--- config.mk ---
export PLATFORM = sky130hd
export DESIGN_NAME = zmod_adc_capture_v1_0
export DESIGN_NICKNAME = d
export VERILOG_FILES = /design/src/rtl/zmod_adc_capture_v1_0_pkg.sv /design/src/rtl/zmod_adc_capture_v1_0_ram.sv /design/src/rtl/zmod_adc_capture_v1_0.sv
export SDC_FILE = /design/constraint.sdc
export NUM_CORES = 1
export LEC_CHECK = 0
export CAP_MARGIN = 0
export CELL_PAD_IN_SITES_DETAIL_PLACEMENT = 1
export CELL_PAD_IN_SITES_GLOBAL_PLACEMENT = 2
export CORE_MARGIN = 2
export CORE_UTILIZATION = 50
export CTS_BUF_LIST = sky130_fd_sc_hd__clkbuf_4
export DETAILED_ROUTE_END_ITERATION = 12
export PLACE_DENSITY = 0.83
export SYNTH_ARGS = -nofsm -noshare
export SYNTH_HDL_FRONTEND = slang
export SYNTH_SLANG_ARGS = --single-unit
--- constraint.sdc ---
create_clock -name clk -period 9.66 [get_ports clk]
set_input_delay 1.932 -clock clk [delete_from_list [all_inputs] [get_ports clk]]
set_output_delay 1.932 -clock clk [all_outputs]
set_load 0.005 [all_outputs]
--- src/rtl/zmod_adc_capture_v1_0_pkg.sv ---
// ----------------------------------------------------------------------------
// zmod_pkg : shared constants and capture state encoding for ZMOD ADC capture
// Rev 1.0
// ----------------------------------------------------------------------------
`default_nettype none

package zmod_pkg;

   localparam int ZMOD_DW      = 14;
   localparam int ZMOD_DEPTH   = 128;
   localparam int ZMOD_AW      = 7;
   localparam int ZMOD_PRETRIG = 16;

   typedef enum logic [2:0] {
      CAP_IDLE    = 3'd0,
      CAP_PREFILL = 3'd1,
      CAP_ARMED   = 3'd2,
      CAP_POST    = 3'd3,
      CAP_DONE    = 3'd4
   } cap_state_t;

endpackage

`default_nettype wire

--- src/rtl/zmod_adc_capture_v1_0_ram.sv ---
// ----------------------------------------------------------------------------
// zmod_capture_ram_v1_0 : simple dual-port sample RAM, sync write, registered read
// Rev 1.0
// ----------------------------------------------------------------------------
`default_nettype none

module zmod_capture_ram_v1_0 #(
   parameter int DW = 14,
   parameter int AW = 7
) (
   input  logic          clk,
   input  logic          rstn,
   input  logic          i_wr_en,
   input  logic [AW-1:0] i_wr_addr,
   input  logic [DW-1:0] i_wr_data,
   input  logic [AW-1:0] i_rd_addr,
   output logic [DW-1:0] o_rd_data
);

   logic [DW-1:0] r_mem [0:(1<<AW)-1];

   always_ff @(posedge clk) begin
      if (i_wr_en) begin
         r_mem[i_wr_addr] <= i_wr_data;
      end
   end

   // Only the output register is reset; the array itself keeps its contents.
   always_ff @(posedge clk or negedge rstn) begin
      if (!rstn) begin
         o_rd_data <= '0;
      end else begin
         o_rd_data <= r_mem[i_rd_addr];
      end
   end

endmodule

`default_nettype wire

--- src/rtl/zmod_adc_capture_v1_0.sv ---
// ----------------------------------------------------------------------------
// zmod_adc_capture_v1_0 : triggered pre/post-trigger capture buffer for one ADC channel
// Rev 1.0
// ----------------------------------------------------------------------------
`default_nettype none

module zmod_adc_capture_v1_0
   import zmod_pkg::*;
#(
   parameter int DEPTH   = ZMOD_DEPTH,
   parameter int AW      = ZMOD_AW,
   parameter int DW      = ZMOD_DW,
   parameter int PRETRIG = ZMOD_PRETRIG
) (
   input  logic          clk,
   input  logic          rstn,
   input  logic [DW-1:0] is14_data,
   input  logic          i_valid,
   input  logic          i_arm,
   input  logic          i_abort,
   input  logic [DW-1:0] is14_trig_level,
   input  logic          i_trig_rising,
   input  logic          i_force_trig,
   input  logic [AW-1:0] i7_rd_addr,
   output logic [DW-1:0] os14_rd_data,
   output logic          o_armed,
   output logic          or_triggered,
   output logic          or_done,
   output logic [AW-1:0] or7_trig_index
);

   localparam logic [AW-1:0] C_PRE_LAST  = AW'(PRETRIG - 1);
   localparam logic [AW-1:0] C_PRETRIG   = AW'(PRETRIG);
   localparam logic [AW-1:0] C_POST_LOAD = AW'(DEPTH - PRETRIG - 1);

   cap_state_t    r_state;
   cap_state_t    w_next_state;
   logic [AW-1:0] r_wr_ptr;
   logic [AW-1:0] r_start_ptr;
   logic [AW-1:0] r_pre_cnt;
   logic [AW-1:0] r_post_cnt;
   logic [DW-1:0] r_prev;
   logic          r_force_pend;
   logic          w_wr_en;
   logic          w_trig;
   logic          w_cross;
   logic [AW-1:0] w_rd_addr;

   assign o_armed   = (r_state == CAP_ARMED);
   assign w_rd_addr = r_start_ptr + i7_rd_addr;

   always_comb begin
      w_next_state = r_state;
      w_wr_en      = 1'b0;
      w_trig       = 1'b0;
      if (i_trig_rising) begin
         w_cross = ($signed(r_prev) < $signed(is14_trig_level)) &&
                   ($signed(is14_data) >= $signed(is14_trig_level));
      end else begin
         w_cross = ($signed(r_prev) > $signed(is14_trig_level)) &&
                   ($signed(is14_data) <= $signed(is14_trig_level));
      end

      if (i_abort) begin
         w_next_state = CAP_IDLE;
      end else begin
         case (r_state)
            CAP_IDLE, CAP_DONE: begin
               if (i_arm) w_next_state = CAP_PREFILL;
            end
            CAP_PREFILL: begin
               if (i_valid) begin
                  w_wr_en = 1'b1;
                  if (r_pre_cnt == C_PRE_LAST) w_next_state = CAP_ARMED;
               end
            end
            CAP_ARMED: begin
               if (i_valid) begin
                  w_wr_en = 1'b1;
                  w_trig  = i_force_trig || r_force_pend || w_cross;
                  if (w_trig) begin
                     w_next_state = (C_POST_LOAD == '0) ? CAP_DONE : CAP_POST;
                  end
               end
            end
            CAP_POST: begin
               if (i_valid) begin
                  w_wr_en = 1'b1;
                  if (r_post_cnt == AW'(1)) w_next_state = CAP_DONE;
               end
            end
            default: w_next_state = CAP_IDLE;
         endcase
      end
   end

   // r_post_cnt holds the number of post-trigger samples still to be written,
   // so the record closes at exactly DEPTH samples and never overwrites index 0.
   always_ff @(posedge clk or negedge rstn) begin
      if (!rstn) begin
         r_state        <= CAP_IDLE;
         r_wr_ptr       <= '0;
         r_start_ptr    <= '0;
         r_pre_cnt      <= '0;
         r_post_cnt     <= '0;
         r_prev         <= '0;
         r_force_pend   <= 1'b0;
         or_triggered   <= 1'b0;
         or_done        <= 1'b0;
         or7_trig_index <= '0;
      end else begin
         r_state <= w_next_state;
         if (w_wr_en) begin
            r_wr_ptr <= r_wr_ptr + 1'b1;
            r_prev   <= is14_data;
         end
         if (i_abort) begin
            r_pre_cnt      <= '0;
            r_post_cnt     <= '0;
            r_force_pend   <= 1'b0;
            or_triggered   <= 1'b0;
            or_done        <= 1'b0;
            or7_trig_index <= '0;
         end else begin
            case (r_state)
               CAP_IDLE, CAP_DONE: begin
                  if (i_arm) begin
                     r_pre_cnt      <= '0;
                     r_force_pend   <= 1'b0;
                     or_triggered   <= 1'b0;
                     or_done        <= 1'b0;
                     or7_trig_index <= '0;
                  end
               end
               CAP_PREFILL: begin
                  if (i_valid) r_pre_cnt <= r_pre_cnt + 1'b1;
               end
               CAP_ARMED: begin
                  if (w_trig) begin
                     r_start_ptr    <= r_wr_ptr - C_PRETRIG;
                     r_post_cnt     <= C_POST_LOAD;
                     r_force_pend   <= 1'b0;
                     or_triggered   <= 1'b1;
                     or7_trig_index <= C_PRETRIG;
                     if (C_POST_LOAD == '0) or_done <= 1'b1;
                  end else if (i_force_trig) begin
                     r_force_pend <= 1'b1;
                  end
               end
               CAP_POST: begin
                  if (i_valid) begin
                     r_post_cnt <= r_post_cnt - 1'b1;
                     if (r_post_cnt == AW'(1)) or_done <= 1'b1;
                  end
               end
               default: ;
            endcase
         end
      end
   end

   zmod_capture_ram_v1_0 #(
      .DW (DW),
      .AW (AW)
   ) u_ram (
      .clk       (clk),
      .rstn      (rstn),
      .i_wr_en   (w_wr_en),
      .i_wr_addr (r_wr_ptr),
      .i_wr_data (is14_data),
      .i_rd_addr (w_rd_addr),
      .o_rd_data (os14_rd_data)
   );

endmodule

`default_nettype wire

==> flow_metrics.py <==
metrics = {
    "cts": {
        "holdBufCountCts": 0,
        "cts_sinks": 1854,
        "clkSlewWorstSetupHoldPaths_ns": 0.08,
        "clk_path_buf_depth": 4,
        "cts.repair.resized": 0,
        "cts_tree": "yes",
        "numCtsBuffers": 462,
        "htree_levels": 5,
        "insertion_delay_ns": 1.38,
        "cts-root-buf": "clkbuf_4",
        "postCtsSetupBuffers": 0,
    },
    "critical_path": {
        "r2r_slack_ns": 5.02,
        "r2r-start": "r_start_ptr[0]$_DFFE_PN0P_",
        "cp.arrival_ns": 6.54,
        "critPathCaptureType": "flop",
        "r2r_end": "u_ram.o_rd_data[10]$_DFF_PN0_",
        "path_class": "input pin to flop",
        "start_kind": "input pin",
        "worst_ep_required_time_ns": 10.91,
        "r2r_cells": 8,
        "critPathMaxFanout": 73,
    },
    "power": {
        "p_per_area_nw_per_um2": 288,
        "leakagePower_nw": 26.1,
        "pwr-share-seq_pct": 38.9,
        "power_frac_clock_pct": 27.0,
        "combPwrFrac_pct": 34.1,
        "switching_share_pct": 33.0,
        "p_switching_mw": 7.71,
        "p_int_mw": 15.6,
        "ir_worst_vdd_uv": 272,
    },
    "routing": {
        "wl_per_cell_microns": 33.2,
        "drc_errors": 0,
        "wl_mm": 196,
        "num_vias": 36800,
        "final_antenna_net_count": 0,
        "drtPass1Iterations": 5,
        "drt_iter0_markers": 4439,
        "via_per_inst": 6.23,
    },
    "sta": {
        "setup_violations": 0,
        "fmax_mhz": 189,
        "fin_crit_sh_pct": 54.8,
        "min_period_ns": 5.29,
        "holdWs_ns": 0.494,
        "final.setup.tns_ns": 0,
        "worst-slew-pin-transition_ns": 1.37,
        "skew_ns": 0.141,
        "slew_headroom_pct": 8.87,
        "slew_violations": 0,
        "rsz0062_at_grt": "no",
        "hold_viol": 0,
        "fin_ws_ns": 4.37,
    },
    "global_routing": {
        "grt_pass1_vias": 39500,
        "grt_overflow": 0,
        "antenna_found_initial": 18,
        "grtUsageTotal_pct": 27.0,
        "grt_max_degree": 141,
        "grt_pass1_wl_mm": 281,
    },
    "final_layout": {
        "area_growth_pct": 12.3,
        "nNetsFinal": 3754,
        "stdcell_area_sq_um": 81100,
        "drive_gt1_share_pct": 37.0,
        "finalNonFillerCells": 5911,
    },
    "hold_path": {
        "hold_class": "flop to flop",
        "whs_path_depth": 2,
        "holdPathEnd": "r_prev[1]$_DFFE_PN0P_",
        "holdCritStartpoint": "r_prev[1]$_DFFE_PN0P_",
    },
    "yosys": {
        "synth_top_family_by_area": "multiplexers",
        "synthCells": 3216,
        "netlist_area_sq_um": 72300,
        "synth_compound_area_share_pct": 0.935,
        "synth_area_leaders": "edfxtp_1, mux4_2, dfrtp_1",
        "synth_fa_ha_area_share_pct": 0.720,
        "synthMuxAreaShare_pct": 17.8,
        "synth_top_flop_cell": "edfxtp_1",
        "ys_ff_latch": 1854,
        "post_synth_and_or_nand_nor_area_fraction_pct": 2.58,
        "ys_warn_count": 0,
        "synth_edf_count": 1792,
        "syn_area_per_cell_sq_um": 22.5,
        "seq_area_frac_synth_pct": 76.6,
        "synth-async-reset-ratio_pct": 3.34,
        "yosys.area.top_type": "edfxtp_1",
        "ys_types": 60,
        "netlist.area_leader.share_pct": 74.5,
        "synth_xor_area_share_pct": 0.170,
    },
    "run_status": {
        "status": "finished clean",
    },
    "floorplan": {
        "die_w_microns": 384,
        "die_y_microns": 384,
        "core_sq_um": 143000,
        "num_rows": 139,
        "die_area_sq_um": 148000,
        "start_util_pct": 50.4,
        "io_pins": 66,
    },
    "placement": {
        "place_inst": 5110,
        "preCtsSetupSlack_ns": 3.04,
        "place_area_sq_um": 75600,
        "dp_hpwl_mm": 115,
        "place_congestion": 0.841,
        "io_buffer_count": 59,
    },
    "run": {
        "cap_viol_max_count": 0,
    },
}
[critical path, stage by stage]
cell             delay [ns]
clkdlybuf4s50_1        0.45
ha_4                   0.19
fa_4                   1.14
buf_4                  0.92
mux4_2                 0.44
mux4_2                 0.52
mux2i_1                0.43
a32oi_1                0.21
and3_1                 0.27
[final cells by class]
| class | count | area (sq um) |
|---|---|---|
| Fill cell | 12300 | 62400 |
| Sequential cell | 1854 | 55400 |
| Multi-Input combinational cell | 1167 | 16300 |
| Clock buffer | 647 | 4860 |
| Tap cell | 1903 | 2380 |
| Timing Repair Buffer | 153 | 1370 |
| Clock inverter | 146 | 661 |
| Inverter | 33 | 124 |
| Antenna cell | 8 | 20.0 |
[per-layer routing]
layer / share of wire [%] / GRT usage [%] / vias to the layer above
met5: 0.066 / 0 / -
met4: 4.1 / 12.2 / 22
met3: 8.5 / 6.58 / 418
met2: 50 / 43.9 / 2040
met1: 37 / 34.7 / 19700
li1: - / - / 14700
[cells in the mapped netlist, drive strengths merged, types with 2 or more instances]
cell and instances:
edfxtp 1792, mux4 560, nand2 165, nor2 160
clkbuf 87, buf 80, dfrtp 62, nand3 46
ha 40, inv 32, a21oi 21, o21ai 19
and3 16, mux2i 16, a32oi 14, nand4 10
nor3 9, xnor2 9, mux2 6, nor2b 6
a21o 5, xor2 5, nand2b 4, o31ai 4
a211oi 3, nand3b 3, nand4b 3, nor4 3
o211ai 3, o21a 3, a221oi 2, a311oi 2
and2 2, and2b 2, o22a 2, o41ai 2
or2 2, or4 2
[power by group through the flow]
stage               combinational [mW]  clock [mW]  sequential, mW
floorplan                         5.25           0            9.16
global placement                  7.73           0            9.25
detailed placement                7.94           0            9.26
CTS                               7.98        6.40            9.09
global route                      8.28        6.78            9.09
finish                            7.95        6.30            9.09
[logic make-up after synthesis]
group	Yosys count
DFF	1854
other	1
adders and majority gates	41
buffers and inverters	200
and+or+nand+nor	435
xor gates and xnor gates	14
AOI/OAI and AO/OA	89
muxes	582
[flip-flops by register name, indices dropped and copies added (netlist names)]
register,count
u_ram.o_rd_data,14
r_wr_ptr,7
or7_trig_index,1
r_post_cnt,7
r_force_pend,1
r_prev,14
r_pre_cnt,7
u_ram.r_mem,1792
r_start_ptr,7
or_done,1
r_state,3
[through the flow]
stage | power [mW] | utilization [%]
2_1_floorplan | 14.4 | -
3_3_place_gp | 17.0 | 52.7
3_5_place_dp | 17.2 | 52.7
4_1_cts | 23.5 | 56.5
5_1_grt | 24.2 | 56.5
6_report | 23.3 | 56.5
[layout by cell type (no fill, tap or decap), drive strengths merged, types with 3 or more instances in the layout]
cell           count
nand4             10
and3              16
nand4b             3
a21o               5
diode              8
clkbuf           647
dfrtp             62
nor4               3
clkinv           134
a32oi             14
nor3               9
o21a               3
clkdlybuf4s50     44
inv               42
xor2               5
xnor2              9
conb               6
a21oi             21
mux4             560
ha                40
nor2b              6
nor2             160
nand2b             4
nand3             46
bufinv             3
mux2i             16
nand2            165
o211ai             3
a211oi             3
edfxtp          1792
nand3b             3
o21ai             19
buf              109
o31ai              4
mux2               6
[how the worst max path moves through the flow]
stage                                    end           from  depth (start not counted)
2_1_floorplan  u_ram.o_rd_data[10]$_DFF_PN0_  i7_rd_addr[0]                         10
3_3_place_gp    u_ram.o_rd_data[7]$_DFF_PN0_  i7_rd_addr[0]                          9
3_5_place_dp    u_ram.o_rd_data[3]$_DFF_PN0_  i7_rd_addr[0]                          9
4_1_cts         u_ram.o_rd_data[3]$_DFF_PN0_  i7_rd_addr[0]                          9
5_1_grt         u_ram.o_rd_data[3]$_DFF_PN0_  i7_rd_addr[0]                          9
6_report       u_ram.o_rd_data[10]$_DFF_PN0_  i7_rd_addr[0]                          9
Note: power is estimated with default switching activity, not from simulation.
